### config.mk
export PLATFORM = sky130hd
export DESIGN_NAME = dcmac_reset_sequencer
export DESIGN_NICKNAME = d
export VERILOG_FILES = /design/src/rtl/dcmac_reset_sequencer.sv
export SDC_FILE = /design/constraint.sdc
export NUM_CORES = 1
export LEC_CHECK = 0
export ABC_AREA = 1
export ABC_CLOCK_PERIOD_IN_PS = 1830
export CAP_MARGIN = 20
export CORE_MARGIN = 10
export CORE_UTILIZATION = 45
export CTS_CLUSTER_SIZE = 28
export DETAILED_ROUTE_END_ITERATION = 8
export MAX_ROUTING_LAYER = met4
export PLACE_DENSITY = 0.7
export SKIP_CTS_REPAIR_TIMING = 1
export SLEW_MARGIN = 20
export SYNTH_ARGS = -nofsm -noshare
export SYNTH_HDL_FRONTEND = slang
export SYNTH_SLANG_ARGS = --single-unit
### constraint.sdc
create_clock -name clk -period 1.83 [get_ports clk]
set_clock_uncertainty 0.1 [all_clocks]
set_input_delay 0.366 -clock clk [delete_from_list [all_inputs] [get_ports clk]]
set_output_delay 0.366 -clock clk [all_outputs]
set_load 0.1 [all_outputs]
### src/rtl/dcmac_reset_sequencer.sv
// rtl/dcmac_reset_sequencer.sv - DCMAC GT/core reset handshake initiator with timeout retry and lock supervision
module dcmac_reset_sequencer #(
    parameter int GT_RST_CYCLES    = 64,
    parameter int TIMEOUT_CYCLES   = 1000000,
    parameter int CORE_HOLD_CYCLES = 16,
    parameter int MAX_RETRIES      = 3,
    parameter int SYNC_STAGES      = 3,
    parameter int CNT_W            = 24
) (
    input  logic       clk,
    input  logic       resetn_async_inv,
    input  logic       soft_reset_req,
    input  logic       gt_reset_done,
    output logic       gt_reset,
    output logic       core_resetn,
    output logic       seq_done,
    output logic       seq_fault,
    output logic [3:0] retry_count
);

    typedef enum logic [2:0] {
        ASSERT_GT,
        WAIT_GT,
        HOLD_CORE,
        RUNNING,
        FAULT
    } state_t;

    localparam logic [CNT_W-1:0] GT_LAST      = CNT_W'(GT_RST_CYCLES - 1);
    localparam logic [CNT_W-1:0] TIMEOUT_LAST = CNT_W'(TIMEOUT_CYCLES - 1);
    localparam logic [CNT_W-1:0] HOLD_LAST    = CNT_W'(CORE_HOLD_CYCLES - 1);
    localparam logic [4:0]       RETRY_LIMIT  = 5'(MAX_RETRIES);

    state_t           state;
    state_t           state_nxt;
    logic [CNT_W-1:0] cnt;
    logic [CNT_W-1:0] cnt_nxt;
    logic [3:0]       retry_nxt;
    logic             gt_done_s;

    (* ASYNC_REG = "TRUE" *) logic [SYNC_STAGES-1:0] sync_q;

    assign gt_done_s = sync_q[SYNC_STAGES-1];

    // Bring the GT's reset-done flag into the clk domain through a flop chain
    always_ff @(posedge clk or negedge resetn_async_inv) begin
        if (!resetn_async_inv) begin
            sync_q <= '0;
        end else begin
            sync_q <= {sync_q[SYNC_STAGES-2:0], gt_reset_done};
        end
    end

    // Next-state decision; the shared counter clears whenever a state is (re)entered
    always_comb begin
        state_nxt = state;
        cnt_nxt   = cnt + CNT_W'(1);
        retry_nxt = retry_count;
        if (soft_reset_req) begin
            state_nxt = ASSERT_GT;
            cnt_nxt   = '0;
            retry_nxt = '0;
        end else begin
            case (state)
                ASSERT_GT: begin
                    if (cnt == GT_LAST) begin
                        state_nxt = WAIT_GT;
                        cnt_nxt   = '0;
                    end
                end
                WAIT_GT: begin
                    // Success is tested first so a late lock on the timeout cycle still wins
                    if (gt_done_s) begin
                        state_nxt = HOLD_CORE;
                        cnt_nxt   = '0;
                    end else if (cnt == TIMEOUT_LAST) begin
                        cnt_nxt   = '0;
                        retry_nxt = ({1'b0, retry_count} < RETRY_LIMIT) ? retry_count + 4'd1 : retry_count;
                        state_nxt = (({1'b0, retry_count} + 5'd1) < RETRY_LIMIT) ? ASSERT_GT : FAULT;
                    end
                end
                HOLD_CORE: begin
                    // A lock drop during the hold restarts the wait without charging a retry
                    if (!gt_done_s) begin
                        state_nxt = WAIT_GT;
                        cnt_nxt   = '0;
                    end else if (cnt == HOLD_LAST) begin
                        state_nxt = RUNNING;
                        cnt_nxt   = '0;
                    end
                end
                RUNNING: begin
                    cnt_nxt = '0;
                    if (!gt_done_s) begin
                        state_nxt = ASSERT_GT;
                        retry_nxt = '0;
                    end
                end
                FAULT: begin
                    cnt_nxt = '0;
                end
                default: begin
                    state_nxt = ASSERT_GT;
                    cnt_nxt   = '0;
                end
            endcase
        end
    end

    // Sequencer registers; outputs are decoded from the next state so they change on the entering edge
    always_ff @(posedge clk or negedge resetn_async_inv) begin
        if (!resetn_async_inv) begin
            state       <= ASSERT_GT;
            cnt         <= '0;
            retry_count <= '0;
            gt_reset    <= 1'b1;
            core_resetn <= 1'b0;
            seq_done    <= 1'b0;
            seq_fault   <= 1'b0;
        end else begin
            state       <= state_nxt;
            cnt         <= cnt_nxt;
            retry_count <= retry_nxt;
            gt_reset    <= (state_nxt == ASSERT_GT) || (state_nxt == FAULT);
            core_resetn <= (state_nxt == RUNNING);
            seq_done    <= (state_nxt == RUNNING);
            seq_fault   <= (state_nxt == FAULT);
        end
    end

endmodule

# --- Word-level counts from Yosys, hierarchy flattened ---
# Cells that the tools add are included.
word_totals:
  regBits: 37
  out_inout_bits: 8
  elab_cells: 52
op_classes:
  n_addsub: 3
  magnitude_cmp: 2
  n_eq_ne: 13
  muxes: 22
  n_reduce_logical: 5
ops:
  columns: ["op", "n"]
  rows:
  - ["two-way mux 24 bit", 6]
  - ["case mux 24 bit (3 select lines)", 1]
  - ["adder 24 x 1 -> 24 bit, second input constant", 1]
  - ["equality test 24 x 20 -> 1 bit, second input constant", 1]
  - ["equality test 24 x 4 -> 1 bit, second input constant", 1]
  - ["equality test 24 x 6 -> 1 bit, second input constant", 1]
  - ["two-way mux 3 bit", 8]
  - ["two-way mux 4 bit", 5]
  - ["case mux 3 bit (5 select lines)", 1]
  - ["inequality test 3 bit, second input constant", 4]
  - ["equality test 3 x 2 -> 1 bit, second input constant", 3]
  - ["case mux 4 bit (2 select lines)", 1]
  - ["equality test 3 bit, second input constant", 2]
  - ["logical NOT 3 bit", 2]
  - ["adder 4 x 1 -> 5 bit, second input constant", 1]
  - ["< comparator 5 x 2 -> 1 bit, second input constant", 1]
  - ["AND reduction 5 bit", 1]
  - ["adder 4 x 1 -> 4 bit, second input constant", 1]
  - ["< comparator 4 x 2 -> 1 bit, second input constant", 1]
  - ["equality test 3 x 1 -> 1 bit, second input constant", 1]
  - ["nonzero test 3 bit", 1]
  - ["logical OR 1 bit", 1]

# --- Longest topological paths before layout ---
# Gate-level depths: netlist of run 1.
depth:
  ltp_word: 9
  depth_mapped: 11
  mapped_depth_nobuf: 10

# --- Worst setup path before layout of run 1 ---
# OpenSTA, ideal clock, no wires.
synth_timing:
  path_kind: "reg-to-reg"
  startpoint: "register retry_count[0]"
  endpoint: "register retry_count[0]"
  arrival_ps: 1974
  setup_slack_ps: -366
  path_stages_with_launch: 9
  period_less_slack_ps: 2196
  cell_sequence: "dfrtp_1 -> ha_1 -> or2_2 -> nor2_1 -> o21ai_0 -> o21ai_0 -> nand4_1 -> nand2_1 -> nand2_1"
synth_via:
  elab_chain_cells: 6
  word_cells_on_any_way: 9
  cone_classes: "add/sub: 1; order compare: 1; eq/ne: 1; mux: 5; reduce/logical: 1"
synth_rtl:
  columns: ["element", "line", "text"]
  rows:
  - ["start: declaration", "18", "output logic [3:0] retry_count"]
  - ["start signal: assignment", "123", "retry_count <= retry_nxt;"]
  - ["adder 4 x 1 -> 4 bit", "78", "retry_nxt = ({1'b0, retry_count} < RETRY_LIMIT) ? retry_count + 4'd1 : retry_count;"]
  - ["two-way mux 4 bit", "78", null]
  - ["two-way mux 4 bit", "76", "end else if (cnt == TIMEOUT_LAST) begin"]
  - ["two-way mux 4 bit", "73", "if (gt_done_s) begin"]
  - ["case mux 4 bit (2 select lines)", "64", "case (state)"]
  - ["two-way mux 4 bit", "59", "if (soft_reset_req) begin"]
# Parallel ways exist; a longest one is shown, timed or not. The select of a mux whose other input is x is not followed.
# A chain may end at the register's enable or synchronous reset.

# --- Worst setup path in the final report of run 1 ---
layout_timing:
  startpoint: "register cnt[0]"
  endpoint: "register cnt[21]"
layout_via:
  elab_chain_cells: 5
  word_cells_on_any_way: 11
  cone_classes: "add/sub: 1; eq/ne: 3; mux: 7"
layout_rtl:
  columns: ["element", "line", "text"]
  rows:
  - ["start: declaration", "36", "logic [CNT_W-1:0] cnt;"]
  - ["start signal: assignment", "122", "cnt <= cnt_nxt;"]
  - ["adder 24 x 1 -> 24 bit, or another cell as far along", "57", "cnt_nxt = cnt + CNT_W'(1);"]
  - ["two-way mux 24 bit (on tied branches)", "87, 76", null]
  - ["two-way mux 24 bit (on tied branches)", "84, 73", null]
  - ["case mux 24 bit (3 select lines) *", "64", null]
  - ["two-way mux 24 bit *", "59", null]
  - ["via cnt_nxt[21]", "37", "logic [CNT_W-1:0] cnt_nxt;"]
# The timed path passes the listed nets; every way through them passes the cells marked *.

==> results summary, run 1 <==
In this run the cell area of the synthesized design comes to 2100 µm². The top cell family by delay on the critical path is simple AND/OR/NAND/NOR gates. The startpoint type of the worst setup path is a register. The register-to-register path setup slack came out at 0.04 ns. The post-route total power came out at 1.53 mW.

The portion of total power attributed to combinational logic is 4.9%. The final layout contains 325 nets. The internal power summed over all cells came out at 1.20 mW. During placement, the flow inserted port buffers numbering 11. The number of placed instances with taps included is 360. The placeable core region came out at 4440 µm².

The leakage power is 1.32 nW. The power dissipated by switching net loads is 333 µW. The final-layout worst hold slack came out at 0.257 ns. The share of total power in the clock network came out at 40.7%. The routability-driven placement congestion ratio is 0.923.

The number of buffers created by CTS came out at 5. Across every metal layer, demand over resource in global routing totals 13.4%. The number of enable-type register cells in the synthesized netlist is 0.

The count of final max-slew check failures came to 0. The critical path is of the register to register type. The area of the die came out at 7810 µm². At the end of the flow the core is filled with cells to 61.0%. Counting flops and latches in the post-synthesis netlist gives 37. STA classifies the critical path endpoint as a register. The die is 88.4 µm wide. The clock-pin slew reported for the worst setup and hold paths after clock tree synthesis is 0.08 ns. The filler-free cell count of the finished design came out at 372.

The total global routing overflow came out at 0. The Yosys warning count is 0. The largest net degree at the start of global routing is 17. Setup repair after global routing could not meet its margin everywhere.

The portion of total power attributed to sequential cells came out at 54.4%. The proportion of synthesized chip area in sequential cells came out at 44.1%. Walking the worst path, the cells encountered are ha_2 > nand2_2 > nor2_4 > nand2_2 > nor2_4 > nand3_2 > nand2_2 > nand3_4 > nand2_4 > buf_12 > a21oi_1. The number of placed I/O pins came out at 12. The signal arrival time at the worst endpoint came out at 1.86 ns.

On the critical path, the stage with the largest delay is an instance of dfrtp_1. The worst voltage drop across the vdd grid is 0.472 mV. After synthesis, the netlist uses 31 different library cells. At the pin with the least slew margin, the transition time is 0.353 ns. After detailed routing, the average wire length per cell comes to 12.3 µm. For this run, design rule violations remaining after detail routing come to 0. The clock reaches the later pin of the worst-skew pair after 0.29 ns.

The wire length of the first global-routing pass came out at 8.19 mm. The minimum setup slack in the final design is 0.0408 ns. The routed via count is 1924. The post-placement worst setup slack came out at 0.0504 ns.

The switching power share of the total is 21.8%. The final number of hold-violating endpoints came out at 0. The maximum operating frequency is 0.559 GHz. The synthesized instance count came out at 283. The flow ran to the end, and the final reports show no timing, DRC or antenna violations.

The remaining number of nets flagged by the antenna check after routing came out at 0. The root buffer cell chosen for the clock tree is clkbuf_8. The routed via count divided by cell count came out at 5.17. The number of design-rule violations left by the first detailed-router iteration came out at 134. Along the worst path, the maximum fanout reaches 13. The clock passes through at most 2 buffers. The combined buffer and inverter count along the critical path came out at 1. The number of cell rows came out at 24. The worst path required time came out at 1.90 ns.

The share of async-settable or async-resettable flops after synthesis came out at 100%. The total iterations of the first detailed-routing run is 5. The final critical-path required period is 1.79 ns. The effective utilization at floorplan came out at 47.4%. The number of nets handed over by synthesis was 289. The synthesized area per cell came out at 7.44 µm². The H-tree depth reported by CTS is 2.

The detailed-route wire length came out at 4.59 mm. The layout overhead on the synthesized area is 28.8%. The final setup violation count is 0. The share of layout cells above drive strength 1 came out at 22.8%. The tree built by TritonCTS fans out to 37 sinks. The sum of net half-perimeters after detailed placement is 3.56 mm. The worst-case headroom to the max-slew limit came out at 76.3%. The number of global-route vias before repair is 1935. The initial antenna violation count came out at 0. The max capacitance violation total came out at 0. The maximum single-stage delay on the critical path is 0.36 ns. Counting stages on the worst path, the most repeated cell is nand2_2. The post-route fraction of the period consumed by the critical path came out at 97.8%. The number of antenna diodes in the final layout is 0. The clock tree from TritonCTS is built. The tightest min-delay check is of the register to register type. The power per cell area came out at 565 nW/µm². Among all flip-flop cells after synthesis, the most frequent one is dfrtp_1. The die outline height is 88.4 µm.
cell usage after synthesis, types with 2 or more instances:
cell type,instances,area [µm²]
ha_1,2,25.0
nand2_2,2,12.5
o22ai_1,2,12.5
nand3_1,22,110
buf_6,2,22.5
o21ai_0,7,35.0
inv_1,40,150
nand3_2,2,20.0
nor2_1,55,206
xor2_1,9,78.8
nor2_4,2,22.5
nand2_1,62,233
a21oi_1,5,25.0
nor2_2,2,12.5
nand4_1,12,75.1
nor3_1,6,30.0
or2_2,2,12.5
dfrtp_1,36,901
power groups by stage:
stage | registers (mW) | clock network [mW] | logic [mW]
global placement | 0.848 | 0 | 0.0676
global route | 0.834 | 0.664 | 0.0831
finish | 0.833 | 0.623 | 0.0744
detailed placement | 0.849 | 0 | 0.0691
CTS | 0.833 | 0.632 | 0.0691
floorplan | 0.848 | 0 | 0.0272
placed cells by master (no fill, tap or decap), drive strengths merged, types with 5 or more instances in the layout:
cell    instances
a21oi           5
buf            29
clkbuf          7
dfrtp          36
inv            41
nand2          64
nand3          24
nand4          13
nor2           59
nor3            7
o21ai           7
xor2            9
through the flow:
step / TNS, ns / instance area [µm²]
floorplan: 0 / 2130
global placement: 0 / 2490
detailed placement: 0 / 2490
CTS: 0 / 2590
global route: -1.36 / 2710
finish: 0 / 2710
final timing paths:
kind	cells after the start	endpoint	startpoint
min reg2reg	0	sync_q[1]$_DFF_PN0_	sync_q[0]$_DFF_PN0_
max in group asynchronous	3	gt_reset$_DFF_PN1_	resetn_async_inv
min	0	sync_q[1]$_DFF_PN0_	sync_q[0]$_DFF_PN0_
max reg2reg	11	cnt[21]$_DFF_PN0_	cnt[0]$_DFF_PN0_
max	11	cnt[21]$_DFF_PN0_	cnt[0]$_DFF_PN0_
min in group asynchronous	2	cnt[12]$_DFF_PN0_	resetn_async_inv
cells by family after synthesis:
group / Yosys count / share of synthesized area [%]
AND/OR/NAND/NOR: 174 / 37.6
buffers and inverters: 44 / 8.74
flip-flops: 37 / 44.1
AO/OA/AOI/OAI: 16 / 4.28
XOR/XNOR: 10 / 4.16
adder cells (fa/ha/maj): 2 / 1.19
final cells by class:
class | instances | area, µm²
fill | 407 | 1730
tap | 52 | 65.1
timing repair buffer | 32 | 365
clock buffer | 7 | 96.3
multi-input combinational | 202 | 1090
inverter | 41 | 154
sequential | 37 | 936
clock inverter | 1 | 5.00
sequential cells by signal, indices dropped and copies added (netlist names):
name         flops
cnt             24
retry_count      4
state            3
sync_q           3
gt_reset         1
seq_done         1
seq_fault        1
worst register-to-register path: cells and delay by family (launching register included):
family	cells	cell delay, ns
buffers and inverters	1	0.13
AOI/OAI and AO/OA	1	0.05
adders and majority gates	1	0.20
DFF	1	0.36
and+or+nand+nor	8	0.83
metal layers:
layer	global-route usage [%]	wire length (µm)	vias to the layer above
met5	-	0	-
met4	4.41	77	0
met3	3.49	181	10
met2	21.9	2190	34
met1	15.7	2130	910
li1	-	-	970
No activity file was read; power rests on OpenSTA's default activity.
==> run 2: changes to the inputs <==
--- a/config.mk
+++ b/config.mk
@@ -19,3 +19,4 @@
 export SYNTH_ARGS = -nofsm -noshare
 export SYNTH_HDL_FRONTEND = slang
 export SYNTH_SLANG_ARGS = --single-unit
+export TNS_END_PERCENT = 5
==> results summary, run 2 (synthesis results as in run 1) <==
In the layout the commonest cells are 62 x nand2_1, 52 x nor2_1, 40 x inv_1. The worst-case headroom to the max-slew limit came out at 76.0%. The final-layout worst hold slack came out at 0.257 ns. The net count of the finished layout is 323. The area of the die is 7810 µm². The register with the most flip-flops in the final layout is cnt. The run finished with clean final reports. The count of antenna diodes in the layout came out at 0.

The number of fill cells came out at 411. The clock tree from TritonCTS is built. The library cell used most frequently in the layout, excluding fill and tap cells, is nand2_1. The post-placement worst setup slack came out at 0.0504 ns.

The switching power share of the total came out at 21.4%. The portion of total power attributed to sequential cells is 54.8%. The count of input and output buffers came out at 11. For this run the aggregate overflow at the end of global routing stands at 0. In this run the most used layer during global routing was met2.

The detail route stage leaves a number of antenna-violating nets equal to 0. In the final layout, flip-flops and latches occupy 936 µm². The final setup violation count is 0. The share of layout cells above drive strength 1 came out at 17.9%. The pin slew with the least headroom to its limit is 0.357 ns.

The maximum operating frequency came out at 0.560 GHz. Summing all multi-input logic gate instances after layout gives 1020 µm². The routability-driven placement congestion ratio is 0.923.

The number of buffers created by CTS is 5. The wire-length estimate of the detail-placed layout is 3.56 mm. No sink is reached through more buffers than the 2 on the longest clock path.

The worst path required time came out at 1.89 ns. In this run the horizontal extent of the chip is 88.4 µm. Setup repair after global routing could not meet its margin everywhere. The critical path in this run is classified as register to register. The final number of hold-violating endpoints came out at 0. The total iterations of the first detailed-routing run came out at 4.

The largest registers in the layout are cnt: 24 flops, retry_count: 4 flops. Dividing the detail-routed via count by the number of cells gives 5.10. The sum of negative setup slack is 0 ns. Relative to the synthesized area, the layout overhead comes to 24.8%. The CTS sink count came out at 37. The internal power summed over all cells came out at 1.20 mW. For this configuration, the core starts out at a cell density of 47.4%.

The first global-routing pass estimated 8.19 mm of wire. The worst path meets setup with 0.0434 ns of slack. The number of design-rule violations left by the first detailed-router iteration is 121. The largest net degree at the start of global routing is 17. In this run the worst hold path is classified as register to register.

CTS placed an instance of clkbuf_8 at the clock tree root. The number of global-route vias before repair is 1935. The max capacitance violation total came out at 0. The clock network burns 40.6% of the power. The clock-pin slew reported for the worst setup and hold paths after clock tree synthesis came out at 0.08 ns. Once layout is complete, the utilization of the core stands at 59.1%. In the global route stage, met3 resource usage came out at 3.49%. The register with the most flip-flops in the layout has 24 of them. For met2 alone, demand over resource in global routing was 21.9%. The met1 usage is 15.7%.

The signal arrival time at the worst endpoint came out at 1.85 ns. In the final routed layout, each cell accounts on average for 12.2 µm. In this run the worst path has a maximum fanout of 13. Summed over all nets, the switching power comes to 325 µW. The number of cell rows is 24. After floorplanning, the core was sized to cover 4440 µm². The routed via count came out at 1887. The initial antenna violation count is 0. In this run the static leakage power is 1.31 nW. The number of placed I/O pins is 12. The H-tree depth reported by CTS is 2.

STA classifies the critical path startpoint as a register. The routed design could run at a clock period as short as 1.79 ns. The power per cell area came out at 579 nW/µm².

Summed over all layers, the routed wires come to 4.52 mm. The clock latency on the worst-skew pair came out at 0.29 ns. The count of final max-slew check failures is 0. The total global routing track utilization came out at 13.4%. From bottom edge to top edge, the die measures 88.4 µm. Across the VDD grid, the largest voltage drop is 0.467 mV. The portion of total power attributed to combinational logic is 4.6%. The worst setup path is captured at a register. The total DRC errors in the routed layout is 0.

The post-route fraction of the period consumed by the critical path came out at 97.6%.
run 2: cell types whose count changed in the layout (fill, tap and decap cells not counted), moves of 2 or more:
cell	previous run	this run
buf_4	18	16
nand2_1	59	62
nand2_2	4	1
nor2_1	44	52
nor2_2	9	4
nor2_4	6	3
o21ai_0	3	5
o21ai_1	4	2
run 2: cell type report:
cell class | instances | area share, %
flip-flops and latches | 37 | 35.6
repair buffers | 30 | 13.2
clock buffers | 7 | 3.67
inverters | 41 | 5.86
multi-input cells | 202 | 39.0
clock inverters | 1 | 0.191
well taps | 52 | 2.48
run 2: metal layers:
metal | wire [µm] | part of all wire, %
met1 | 2090 | 46
met2 | 2170 | 48
met3 | 195 | 4.3
met4 | 64 | 1.4
met5 | 0 | 0
run 2: stage by stage:
step	power (mW)	instances	instance area [µm²]
after floorplan	0.875	283	2130
after global placement	0.916	360	2490
after detailed placement	0.918	360	2490
after CTS	1.53	368	2590
after global routing	1.58	370	2630
final	1.52	370	2630
run 2: path summary, 6_finish.rpt:
kind / start / end / slack, ns / cells past startpoint
max: cnt[0]$_DFF_PN0_ / cnt[21]$_DFF_PN0_ / 0.04 / 11
min: sync_q[0]$_DFF_PN0_ / sync_q[1]$_DFF_PN0_ / 0.26 / 0
max reg2reg: cnt[0]$_DFF_PN0_ / cnt[21]$_DFF_PN0_ / 0.04 / 11
min reg2reg: sync_q[0]$_DFF_PN0_ / sync_q[1]$_DFF_PN0_ / 0.26 / 0
max in group asynchronous: resetn_async_inv / gt_reset$_DFF_PN1_ / 0.64 / 3
min in group asynchronous: resetn_async_inv / cnt[12]$_DFF_PN0_ / 0.42 / 2
run 2: power groups by stage:
| stage | Sequential, mW | Combinational [mW] | Clock, mW |
|---|---|---|---|
| 2_1_floorplan | 0.848 | 0.0272 | 0 |
| 3_3_place_gp | 0.848 | 0.0676 | 0 |
| 3_5_place_dp | 0.849 | 0.0691 | 0 |
| 4_1_cts | 0.833 | 0.0691 | 0.632 |
| 5_1_grt | 0.833 | 0.0794 | 0.665 |
| 6_report | 0.833 | 0.0706 | 0.617 |
run 2: worst max-delay path: stages (launching register included):
cell and delay (ns):
dfrtp_1 0.35, ha_1 0.18, nand2_1 0.11, nor2_4 0.17, nand2_2 0.09, nor2_4 0.11, nand3_2 0.08, nand2_1 0.08
nand3_2 0.11, nand2_4 0.10, buf_12 0.13, a21oi_1 0.05
